--- src/rtl/mips32_issue_scoreboard.sv ---
// Issue stage with a per-register countdown scoreboard: stalls RAW/WAW-dependent
// instructions by emitting bubble words, and holds HALT until all counters drain.
module mips32_issue_scoreboard #(
    parameter int unsigned NREG         = 32,
    parameter int unsigned RADDR        = 5,
    parameter int unsigned ALU_LAT      = 3,
    parameter int unsigned LOAD_LAT     = 4,
    parameter logic [31:0] BUBBLE_INSTR = 32'h0ce77800,
    parameter int unsigned CNT_W        = 16
) (
    input  logic             clk1,
    input  logic             rst_n,
    input  logic             in_valid,
    output logic             in_ready,
    input  logic [31:0]      in_instr,
    input  logic [RADDR-1:0] in_rs,
    input  logic [RADDR-1:0] in_rt,
    input  logic             in_use_rs,
    input  logic             in_use_rt,
    input  logic [RADDR-1:0] in_rd,
    input  logic             in_wr,
    input  logic             in_is_load,
    input  logic             in_halt,
    output logic             out_valid,
    output logic [31:0]      out_instr,
    output logic             out_bubble,
    output logic             halted,
    output logic [CNT_W-1:0] stall_cnt
);
    localparam int unsigned CW       = (LOAD_LAT > 1) ? $clog2(LOAD_LAT) : 1;
    localparam logic [CW-1:0] ALU_SET  = CW'(ALU_LAT - 1);
    localparam logic [CW-1:0] LOAD_SET = CW'(LOAD_LAT - 1);
    localparam logic [CW-1:0] CNT_ONE  = CW'(1);

    logic [CW-1:0] cnt [NREG];
    logic          any_busy;
    logic          hazard;
    logic          accept;
    logic          stall;
    logic          set_en;

    always_comb begin
        any_busy = 1'b0;
        for (int unsigned r = 1; r < NREG; r++) begin
            if (cnt[r] != '0) any_busy = 1'b1;
        end
    end

    always_comb begin
        hazard = 1'b0;
        if (in_use_rs && in_rs != '0 && cnt[in_rs] != '0) hazard = 1'b1;
        if (in_use_rt && in_rt != '0 && cnt[in_rt] != '0) hazard = 1'b1;
        if (in_wr && in_rd != '0 && cnt[in_rd] != '0)     hazard = 1'b1;
        if (in_halt && any_busy)                           hazard = 1'b1;
    end

    assign in_ready = in_valid && !hazard && !halted;
    assign accept   = in_ready;
    assign stall    = in_valid && !in_ready && !halted;
    assign set_en   = accept && in_wr && (in_rd != '0);

    always_ff @(posedge clk1) begin
        if (!rst_n) begin
            for (int unsigned r = 0; r < NREG; r++) cnt[r] <= '0;
            out_valid  <= 1'b0;
            out_bubble <= 1'b0;
            out_instr  <= BUBBLE_INSTR;
            halted     <= 1'b0;
            stall_cnt  <= '0;
        end else begin
            // A fresh producer reload takes priority over the per-cycle countdown.
            for (int unsigned r = 0; r < NREG; r++) begin
                if (set_en && in_rd == RADDR'(r))
                    cnt[r] <= in_is_load ? LOAD_SET : ALU_SET;
                else if (cnt[r] != '0)
                    cnt[r] <= cnt[r] - CNT_ONE;
            end

            if (accept) begin
                out_valid  <= 1'b1;
                out_bubble <= 1'b0;
                out_instr  <= in_instr;
                if (in_halt) halted <= 1'b1;
            end else if (stall) begin
                out_valid  <= 1'b1;
                out_bubble <= 1'b1;
                out_instr  <= BUBBLE_INSTR;
                if (stall_cnt != '1) stall_cnt <= stall_cnt + CNT_W'(1);
            end else begin
                out_valid  <= 1'b0;
                out_bubble <= 1'b0;
                out_instr  <= BUBBLE_INSTR;
            end
        end
    end
endmodule

--- config.mk ---
export PLATFORM = sky130hd
export DESIGN_NAME = mips32_issue_scoreboard
export DESIGN_NICKNAME = d
export VERILOG_FILES = /design/src/rtl/mips32_issue_scoreboard.sv
export SDC_FILE = /design/constraint.sdc
export NUM_CORES = 1
export LEC_CHECK = 0
export CELL_PAD_IN_SITES_DETAIL_PLACEMENT = 1
export CELL_PAD_IN_SITES_GLOBAL_PLACEMENT = 2
export CORE_MARGIN = 2
export CORE_UTILIZATION = 37
export CTS_CLUSTER_DIAMETER = 40
export DETAILED_ROUTE_END_ITERATION = 12
export GPL_TIMING_DRIVEN = 0
export PLACE_DENSITY_LB_ADDON = 0.1
export SETUP_SLACK_MARGIN = 0.1
export SLEW_MARGIN = 10
export SYNTH_ARGS = -nofsm -noshare
export SYNTH_HDL_FRONTEND = slang
export SYNTH_SLANG_ARGS = --single-unit
export TNS_END_PERCENT = 1
--- constraint.sdc ---
create_clock -name clk1 -period 7.9 [get_ports clk1]
set_clock_uncertainty 0.1 [all_clocks]
set_input_delay 1.185 -clock clk1 [delete_from_list [all_inputs] [get_ports clk1]]
set_output_delay 1.185 -clock clk1 [all_outputs]
set_load 0.005 [all_outputs]
==> metrics.csv <==
metric,value,unit
share of cells above drive strength 1,13.9,%
Syn Inst Count,760,
"Req. time, crit path",6610,ps
I/O Pins,107,
nets,964,
"Arr. time, crit path",4280,ps
Post-DP HPWL,18400,microns
R2R depth,8,
reg2reg setup slack,4300,ps
Pwr Density,320,mW/mm^2
Final Non-Filler Cells,1154,
reg2reg end,cnt[26][0],
Die ar.,0.0207,sq mm
Die X-Extent,144,microns
post-layout min period,5570,ps
critical path startpoint category,input pin,
final worst slack,2330,ps
Die Ht,144,microns
FMAX,180,MHz
Synth warnings,0,
worst-margin pin slew,846,ps
placed cell area,0.00856,sq mm
FF-to-FF Start,cnt[1][0],
number of remaining DRC errors,0,
Hold Startpoint,stall_cnt[11],
Detailed Routing Iterations Pass 1,4,
first-pass GRT wire length,37700,microns
H-tree depth,4,
setup tns final,0,ps
Clock power frac,28.1,%
Core Region,0.0193,sq mm
final setup fails,0,
DRT iter0 DRCs,452,
"worst slack, placed",2320,ps
PostCTS Resize Cnt,0,
count of different cell masters after synthesis,54,
Worst Hold End,stall_cnt[11],
status,finished clean,
final period utilization,70.5,%
Clock Latency Late Sink,430,ps
Reg power frac,33.0,%
Yosys reg bits,115,
fin area,0.00918,sq mm
Post-Route WL,24300,microns
RSZ-0062 raised after global routing,no,
global-route usage over all layers,24.3,%
hold crit path type,reg -> reg,
Syn Nets,848,
Final Hold Fails,0,
VDD IR max,176,uV
clock sinks,115,
I/O Buffers,97,
Layout area overhead,26.5,%
Leak,0.00369,uW
total power,2940,uW
CTS tree,built,
routability congestion estimate,0.874,
"Remaining Overflow, GRT",0,
switching pwr,1070,uW
Detail Route Antenna Nets,0,
clock tree buffer depth,2,
FP Rows,51,
via count,6292,
Setup Buffers After CTS,0,
Int Power,1870,uW
FILL cells,2216,
max cap viols,0,
total inserted antenna cells,0,
vias in the first global route,6700,
WL/cell,21.0,microns
cts bufs inserted,17,
cts hold-fix bufs,0,
clock root buffer,clkbuf_16,
switching portion of total power,36.4,%
Initial Util,37.5,%
critical path class,in -> out,
crit path max fanout,10,
Combinational Power Share,38.9,%
clk slew on worst S/H paths,50,ps
relative slew slack,43.6,%
Post-synth EDFFs,64,
multi-input logic area,0.00373,sq mm
share of synthesized registers carrying an async set or reset,0,%
FF+latch area,0.00294,sq mm
Hold Path Cell Cnt,2,
Worst setup EP type,output port,
via/cell ratio,5.45,
synthesized area,0.00725,sq mm
initial antenna violation count,0,
max-slew violations,0,
placed cells,1122,
prevailing post-synth register cell,edfxtp_1,
"Seq/Total Area, Yosys",40.6,%
pin count of the biggest net entering global routing,17,
syn_area_per_cell,9.54,sq um
[area by class of cell]
class	instances	area share, %
clock inverter	12	1.54
timing repair buffer	97	10.6
sequential	115	32.1
tap	265	3.61
multi-input combinational	511	40.6
clock buffer	20	5.22
inverter	87	3.59
buffer	47	2.74
[per-layer routing]
metal  vias to the layer above  wire [microns]  global-route usage [%]
met1                      3133           10800                    30.7
met3                        31            1220                    5.96
met4                         0             481                    7.33
met5                         -               0                       0
met2                       169           11800                    41.1
li1                       2959               -                       -
[stage by stage]
| step | hold WS [ps] | utilization (%) |
|---|---|---|
| floorplan | 367 | - |
| global placement | 371 | 44.3 |
| detailed placement | 396 | 44.3 |
| CTS | 411 | 47.5 |
| global route | 428 | 47.5 |
| finish | 404 | 47.5 |
[synth_stat cells (all sizes together) (21+ instances only)]
cell type  number  area (sq um)
nand4          21           131
or2            34           213
nand2          44           165
clkbuf         22          82.6
inv            87           329
nor2           60           225
edfxtp         64          1920
a21oi          33           221
nand2b         23           144
buf            25           169
ha             33           413
dfxtp          51          1020
nand3          57           315
mux2i          50           500
and3           27           169
[cell usage in the layout, fill, tap and decap left out, drive strengths merged, types with 6 or more instances in the layout]
cell	n
a21oi	33
a31o	14
a31oi	10
and3	27
buf	25
clkbuf	42
clkdlybuf4s50	97
clkinv	6
dfxtp	51
edfxtp	64
ha	33
inv	91
mux2i	50
mux4	20
nand2	44
nand2b	23
nand3	57
nand4	21
nor2	60
nor3	20
or2	34
or3	17
[power by group through the flow]
| stage | sequential, uW | combinational (uW) | clock (uW) |
|---|---|---|---|
| floorplan | 942 | 798 | 0 |
| global placement | 966 | 1060 | 0 |
| detailed placement | 981 | 1140 | 0 |
| CTS | 970 | 1150 | 833 |
| global route | 990 | 1270 | 855 |
| finish | 969 | 1140 | 826 |
[state kept, by name (all words and copies together) (netlist names)]
| signal | count |
|---|---|
| cnt | 64 |
| halted | 1 |
| out_bubble | 1 |
| out_instr | 32 |
| out_valid | 1 |
| stall_cnt | 16 |
[worst max-delay path: stages]
cell and delay [ps]:
clkdlybuf4s50_1 610, inv_2 120, mux4_2 350, mux2i_1 70
a211o_1 310, a311oi_2 420, nand2_1 290, inv_1 180
buf_2 220, clkdlybuf4s50_1 530
[worst max path at each step]
stage	slack (ps)	endpoint	start
global route	2170	in_ready	in_rs[2]
floorplan	3740	in_ready	in_rs[1]
finish	2330	in_ready	in_rs[2]
CTS	2310	in_ready	in_rs[2]
global placement	2410	in_ready	in_rs[2]
detailed placement	2320	in_ready	in_rs[2]
[logic make-up (layout without fill, tap and decap cells)]
| group | after synthesis | count (layout) | share of synthesized area, % |
|---|---|---|---|
| flip-flops | 115 | 115 | 40.6 |
| adder cells (fa/ha/maj) | 33 | 33 | 5.69 |
| AO/OA/AOI/OAI | 91 | 91 | 9.40 |
| AND/OR/NAND/NOR | 315 | 315 | 22.9 |
| multiplexers | 72 | 72 | 13.4 |
| buffers and inverters | 134 | 263 | 8.00 |
Power figures use the tool's default switching activity.
